**src/rtl/sum_level_monitor.sv**
```systemverilog
`default_nettype none
// ============================================================================
// Module   : sum_level_monitor
// Purpose  : Watches the 11-bit running sum of the last four 8-bit samples.
//            Produces a registered average, and a debounced high-level alarm
//            with hysteresis (arm at >= HI_TH, clear at <= LO_TH), each
//            transition requiring HOLD consecutive qualifying samples.
//            Reports rise/fall pulses, a saturating alarm-event count and an
//            optional running peak of the sum.
// Ports    : clk        - clock, all state updates on rising edge
//            reset      - synchronous, active-high reset
//            sum[10:0]  - window sum, sampled every rising edge
//            avg[7:0]   - registered min(sum >> 2, 255)
//            alarm      - registered alarm level
//            rise       - one-cycle pulse when alarm goes 0->1
//            fall       - one-cycle pulse when alarm goes 1->0
//            event_cnt  - alarm assertions since reset, saturates at 255
//            peak[10:0] - max sum since reset (0 when peak tracking is off)
// Config   : LEVEL_MON_PEAK_EN - define to build the peak register.
// Revision : 1.0 - initial release
// ============================================================================
module sum_level_monitor #(
  parameter int HI_TH = 800,
  parameter int LO_TH = 400,
  parameter int HOLD  = 3
) (
  input  logic        clk,
  input  logic        reset,
  input  logic [10:0] sum,
  output logic [7:0]  avg,
  output logic        alarm,
  output logic        rise,
  output logic        fall,
  output logic [7:0]  event_cnt,
  output logic [10:0] peak
);

  localparam logic [10:0] C_HI_TH     = HI_TH[10:0];
  localparam logic [10:0] C_LO_TH     = LO_TH[10:0];
  localparam logic [3:0]  C_HOLD_LAST = 4'(HOLD - 1);
  localparam logic        C_HOLD_ONE  = (HOLD == 1);
  localparam logic [7:0]  C_CNT_MAX   = 8'd255;

  typedef enum logic [1:0] {
    S_IDLE     = 2'd0,
    S_ARMING   = 2'd1,
    S_ALARM    = 2'd2,
    S_CLEARING = 2'd3
  } state_e;

  state_e      state_q, state_d;
  logic [3:0]  cnt_q, cnt_d;
  logic [7:0]  avg_q, avg_d;
  logic        alarm_q, alarm_d;
  logic        rise_q, rise_d;
  logic        fall_q, fall_d;
  logic [7:0]  event_cnt_q, event_cnt_d;

  logic w_hi;
  logic w_lo;

  assign w_hi = (sum >= C_HI_TH);
  assign w_lo = (sum <= C_LO_TH);

  // Next-state and registered-output logic
  always_comb begin
    state_d     = state_q;
    cnt_d       = cnt_q;
    rise_d      = 1'b0;
    fall_d      = 1'b0;
    event_cnt_d = event_cnt_q;
    alarm_d     = 1'b0;

    case (state_q)
      S_IDLE: begin
        if (w_hi) begin
          if (C_HOLD_ONE) begin
            state_d = S_ALARM;
            cnt_d   = 4'd0;
            rise_d  = 1'b1;
          end else begin
            state_d = S_ARMING;
            cnt_d   = 4'd1;
          end
        end
      end
      S_ARMING: begin
        if (w_hi) begin
          if (cnt_q == C_HOLD_LAST) begin
            state_d = S_ALARM;
            cnt_d   = 4'd0;
            rise_d  = 1'b1;
          end else begin
            cnt_d = cnt_q + 4'd1;
          end
        end else begin
          state_d = S_IDLE;
          cnt_d   = 4'd0;
        end
      end
      S_ALARM: begin
        if (w_lo) begin
          if (C_HOLD_ONE) begin
            state_d = S_IDLE;
            cnt_d   = 4'd0;
            fall_d  = 1'b1;
          end else begin
            state_d = S_CLEARING;
            cnt_d   = 4'd1;
          end
        end
      end
      S_CLEARING: begin
        if (w_lo) begin
          if (cnt_q == C_HOLD_LAST) begin
            state_d = S_IDLE;
            cnt_d   = 4'd0;
            fall_d  = 1'b1;
          end else begin
            cnt_d = cnt_q + 4'd1;
          end
        end else begin
          // Bounce back above LO_TH: alarm never dropped, so no pulse.
          state_d = S_ALARM;
          cnt_d   = 4'd0;
        end
      end
      default: begin
        state_d = S_IDLE;
        cnt_d   = 4'd0;
      end
    endcase

    alarm_d = (state_d == S_ALARM) || (state_d == S_CLEARING);

    if (rise_d && (event_cnt_q != C_CNT_MAX)) begin
      event_cnt_d = event_cnt_q + 8'd1;
    end
  end

  // sum[10:2] is 9 bits; its MSB is sum[10], which forces saturation.
  assign avg_d = sum[10] ? 8'hFF : sum[9:2];

  always_ff @(posedge clk) begin
    if (reset) begin
      state_q     <= S_IDLE;
      cnt_q       <= 4'd0;
      avg_q       <= 8'd0;
      alarm_q     <= 1'b0;
      rise_q      <= 1'b0;
      fall_q      <= 1'b0;
      event_cnt_q <= 8'd0;
    end else begin
      state_q     <= state_d;
      cnt_q       <= cnt_d;
      avg_q       <= avg_d;
      alarm_q     <= alarm_d;
      rise_q      <= rise_d;
      fall_q      <= fall_d;
      event_cnt_q <= event_cnt_d;
    end
  end

  assign avg       = avg_q;
  assign alarm     = alarm_q;
  assign rise      = rise_q;
  assign fall      = fall_q;
  assign event_cnt = event_cnt_q;

`ifdef LEVEL_MON_PEAK_EN
  logic [10:0] peak_q, peak_d;

  assign peak_d = (sum > peak_q) ? sum : peak_q;

  always_ff @(posedge clk) begin
    if (reset) begin
      peak_q <= 11'd0;
    end else begin
      peak_q <= peak_d;
    end
  end

  assign peak = peak_q;
`else
  assign peak = 11'd0;
`endif

endmodule
`default_nettype wire

```
**config.mk**
```make
export PLATFORM = sky130hd
export DESIGN_NAME = sum_level_monitor
export DESIGN_NICKNAME = d
export VERILOG_FILES = /design/src/rtl/sum_level_monitor.sv
export SDC_FILE = /design/constraint.sdc
export NUM_CORES = 1
export LEC_CHECK = 0
export ABC_AREA = 1
export BUFFER_PORTS_ARGS = -buffer_cell sky130_fd_sc_hd__clkbuf_2
export CAP_MARGIN = 40
export CORE_UTILIZATION = 30
export DETAILED_ROUTE_END_ITERATION = 7
export PLACE_DENSITY = 0.63
export SYNTH_ARGS = -nofsm -noshare
export SYNTH_HDL_FRONTEND = slang
export SYNTH_SLANG_ARGS = --single-unit
```
**constraint.sdc**
```tcl
create_clock -name clk -period 2.2 [get_ports clk]
set_input_delay 0.22 -clock clk [delete_from_list [all_inputs] [get_ports clk]]
set_output_delay 0.22 -clock clk [all_outputs]
set_load 0.005 [all_outputs]
```
Word-level counts from Yosys, hierarchy flattened
Cells that the tools add are included.

Output and inout port bits: 30. Flip-flop bits (word level): 25. Bits of input ports: 13. Word-level logic and storage cells: 44.

Bitwise operators: 2. $lt $le $gt $ge: 2. Mux-type cells: 17. Equal/unequal tests: 9. Reduce and logical (&&, ||, !) cells: 5. Add/sub/neg operators: 2.

Operators with widths (count): $mux 4 (5); $pmux 4 s4 (1); $mux 2 (6); $ge 11x10->1 const B (1); $le 11x9->1 const B (1); $add 8x1->8 const B (1); $eq 2x2->1 const B (4); $mux 8 (1); $ne 8x8->1 const B (1); $pmux 2 s4 (1); $add 4x1->4 const B (1); $eq 4x2->1 const B (1); $ne 2x2->1 const B (2); $mux 1 (3); $reduce_or 3->1 (1); $eq 2x1->1 const B (1); $logic_not 2->1 (1); $not 1->1 (2); $reduce_and 2->1 (1); $logic_and 1x1->1 (1); $logic_or 1x1->1 (1).

Logic depth before layout (Yosys ltp)
Word-level depth: 6. Mapped depth: 9. Mapped depth without buffers: 9.

Worst setup path after synthesis
OpenSTA, ideal clock, no wires.

Path type: reg2reg. Start: reg event_cnt_q[0] (netlist: event_cnt[0]). End: reg event_cnt_q[7] (netlist: event_cnt[7]). Path slack: 829 ps. Buffers on the path: 0. Arrival time: 1300 ps. Stages on the path, launching flop included: 8. Setup time: 70 ps. Clock period less this slack: 1371 ps. Data required time: 2130 ps. Cell sequence: dfxtp_1 > ha_1 > nand2_1 > nor3_4 > nand3_4 > nand2_4 > nand2_1 > a21oi_1.

Cells in the longest elaborated chain, start to end: 2. Elaborated cells between the ends (all ways): 3. Those cells by class: add/sub (1); eq/ne (1); reduce/logical (1).

RTL lines: start: declaration (RTL line 57) `logic [7:0] event_cnt_q, event_cnt_d;`; start signal: assignment (RTL line 160) `event_cnt_q <= event_cnt_d;`; parallel branches: the longest is 2 deep, another holds $add 8x1->8.

Several ways; the timed one is not identified. A chain may end at the register's enable or synchronous reset.

Worst setup path in the final report
Start: reg event_cnt_q[0] (netlist: event_cnt[0]). End: reg event_cnt_q[1] (netlist: event_cnt[1]).

Same word-level chain as after synthesis.

==> summary.txt <==
Worst setup path
  – FF-to-FF Start: event_cnt[0]
  – Critical path type: flip-flop to flip-flop
  – Worst Setup Start Kind: flip-flop
  – Source of the critical timing path: event_cnt[0]
  – Critical path data arrival time: 1.73 ns
  – Required time worst endpoint: around 2.4 ns
  – Capturing element type of the critical path: flip-flop
  – Worst r2r path cells: 7
  – Destination of the worst register-to-register timing path: event_cnt[1]
  – Crit Path Max Fanout: 8
  – Setup slack of the worst register-to-register path: around 0.67 ns

Timing
  – Unrepaired setup endpoints after global routing: false
  – Final clock period utilization by the worst path: 0.695
  – Number of setup violations in the final report: 0
  – Final slew viol count: 0
  – Post-Route Skew: 0.00544 ns
  – Worst-case setup margin in the final layout: between 0.6 and 0.7 ns
  – Post-layout min period: 1.53 ns
  – Fmax: 654 MHz
  – Fin. Hold Viols: 0
  – Setup_tns: 0 ns

Logic synthesis
  – Ranking of synthesized cells by area: sky130_fd_sc_hd__dfxtp_1 (35%), sky130_fd_sc_hd__nand2_1 (11%), sky130_fd_sc_hd__nand3_1 (8.1%)
  – Cell area after technology mapping: between 1000 and 1500 um^2
  – Mean instance size in the synthesized netlist: around 7.0 um^2
  – Most common cell in the synthesized netlist: sky130_fd_sc_hd__nand2_1
  – Post-Synthesis Cells: roughly 190
  – Number of flip-flops and latches in the synthesized netlist: 24
  – Synth Warn #: 0
  – Synth top cells by count: sky130_fd_sc_hd__nand2_1 (41), sky130_fd_sc_hd__inv_1 (27), sky130_fd_sc_hd__dfxtp_1 (24)
  – Cell taking the most area after synthesis: sky130_fd_sc_hd__dfxtp_1
  – Portion of synthesized cell area occupied by the leading cell type: 0.354
  – Number of flops mapped to enable cells by yosys: 0
  – Seq/Total Area, Yosys: 0.354
  – Post-synth top flop: sky130_fd_sc_hd__dfxtp_1
  – Number of different library cells in the post-synthesis netlist: 23
  – Post-synthesis async set-or-reset flop share: 0

Clocking
  – Clock tree from TritonCTS: done
  – Total number of H-tree levels: 1
  – Clock tree root buffer cell: sky130_fd_sc_hd__clkbuf_8
  – Clock sink total: 24
  – Clock Pin Slew Worst Setup and Hold Paths: approximately 0.09 ns
  – Number of CTS-inserted buffers: 3
  – Cts-stage hold buffer count: 0
  – Number of instances resized during post-cts repair: 0
  – Later-pin clock latency in the skew report: between 0.2 and 0.3 ns
  – # Post-CTS Setup Buffers: 0
  – Clk buf depth: 2

Placed design
  – Post-DP HPWL: 2160 um
  – Routability congestion estimate: around 0.92
  – Port Buffers: 31
  – Cell count after placement: approximately 270
  – Worst slack, placed: roughly 0.69 ns

Cells and area
  – Fin util: 0.366
  – Reg area: ~480 um^2
  – Proportion of layout cells with a drive suffix above 1: 0.204
  – Final Net Count: around 240
  – Multi-input gate area in the final layout: 708 um^2
  – Number of standard cells in the layout, taps in and fillers out: around 280
  – Signed area change from the synthesized netlist to the final layout: 17.6%
  – Antenna cells: 0
  – Number of fillers in the final layout: roughly 480

Power
  – VDD IR max: between 0.2 and 0.25 mV
  – PD cells: approximately 600 nW/um^2
  – Cell leakage power: slightly above 0.8 nW
  – Overall power after layout: around 0.95 mW

Global routing
  – Initial antenna violation count: 0
  – Overall track demand over capacity in global routing: 0.123
  – Pin count of the biggest net entering global routing: 23
  – Vias in the first global route: ~1,100
  – GRT Residual Overflow: 0
  – Global-route wire length before repair: 4890 um

Die
  – Initial cell density of the core: 0.311
  – Die outline area: approximately 4800 um^2
  – # IOs: 43
  – Core region area: roughly 4400 um^2
  – Chip Height: 69.2 um
  – Number of standard-cell rows in the floorplan: 24
  – Horizontal die dimension: approximately 70 um

Route
  – Post-route met1 wirelength: approximately 1400 um
  – DRC violation count after routing: 0
  – Detailed route wirelength on metal2: roughly 1300 um
  – Met3 wirelength from detailed routing: 122 um
  – WL per Instance: 9.95 um
  – Number of nets with antenna violations after detailed routing: 0
  – Via-per-instance ratio: 4.44
  – Via count: between 1,000 and 1,500
  – First-pass iteration count of the detailed router: 4
  – Total wire length: 2770 um
  – Number of DRC markers after the initial detailed-route iteration: 59
  – Top metal layer carrying routed signals: met4

Job
  – Count of max-cap constraint violations: 0

Status
  – Run status: completed

Hold path
  – Worst Hold End: avg[0]
  – Hold depth: 3
  – Min-Delay Path Class: input pin to flip-flop
  – Worst min-delay path startpoint: sum[2]
==> kinds of logic after synthesis <==
kind of cell	count (synthesis)	share of synthesized area
flip-flops	24	0.354
AO/OA/AOI/OAI	19	0.0793
other	1	0.00276
buffers and inverters	43	0.151
AND/OR/NAND/NOR	98	0.346
XOR/XNOR	6	0.0387
adder cells (fa/ha/maj)	3	0.0277
==> metrics by stage <==
step | hold WS [ns] | instance area (um^2)
6_report | 0.173 | 1600
5_1_grt | 0.183 | 1600
4_1_cts | 0.174 | 1600
3_5_place_dp | 0.459 | 1520
3_3_place_gp | 0.455 | 1520
2_1_floorplan | 0.297 | 1390
==> where the power goes <==
group / internal, mW / switching, mW
Sequential: 0.449 / 0.0103
Combinational: 0.0379 / 0.0691
Clock: 0.243 / 0.145
Total: 0.731 / 0.224
==> placed cells by master, fill, tap and decap left out, types with 5 or more instances in the layout <==
cell type                  count
sky130_fd_sc_hd__nand2_1      41
sky130_fd_sc_hd__clkbuf_2     31
sky130_fd_sc_hd__inv_1        27
sky130_fd_sc_hd__dfxtp_1      24
sky130_fd_sc_hd__nor2_1       23
sky130_fd_sc_hd__nand3_1      22
sky130_fd_sc_hd__a21oi_1      17
sky130_fd_sc_hd__conb_1       11
sky130_fd_sc_hd__xor2_1        5
==> worst max-delay path by stage <==
stage                         endpoint  slack [ns]  depth (start not counted)
after floorplan           event_cnt[7]        0.83                          7
after global placement    event_cnt[7]        0.70                          7
after detailed placement  event_cnt[4]        0.69                          7
after CTS                 event_cnt[4]        0.65                          7
after global routing      event_cnt[4]        0.49                          7
final                     event_cnt[1]        0.67                          7
==> registers in the layout (all words and copies together), names as in the netlist <==
name	cells
avg	8
event_cnt	8
cnt_q	4
state_q	2
fall	1
rise	1
==> critical path, cell delays in order (launching register included) <==
cell	delay, ns
sky130_fd_sc_hd__dfxtp_1	0.41
sky130_fd_sc_hd__ha_1	0.20
sky130_fd_sc_hd__nand2_1	0.11
sky130_fd_sc_hd__nor3_4	0.26
sky130_fd_sc_hd__nand3_4	0.16
sky130_fd_sc_hd__nand2_4	0.14
sky130_fd_sc_hd__nand2_1	0.06
sky130_fd_sc_hd__a21oi_1	0.12
==> area by class of cell <==
class,instances,area share
Timing Repair Buffer,31,0.0973
Sequential cell,24,0.301
Tap cell,52,0.0408
Inverter,30,0.0722
Multi-Input combinational cell,137,0.444
Clock inverter,1,0.0188
Clock buffer,3,0.0259
==> per-layer routing <==
metal | global-route usage | up-vias
met2 | 0.189 | 32
met1 | 0.173 | 548
li1 | - | 649
met5 | 0 | -
met3 | 0.0218 | 4
met4 | 0.0408 | 0
(Power assumes the default switching activity.)
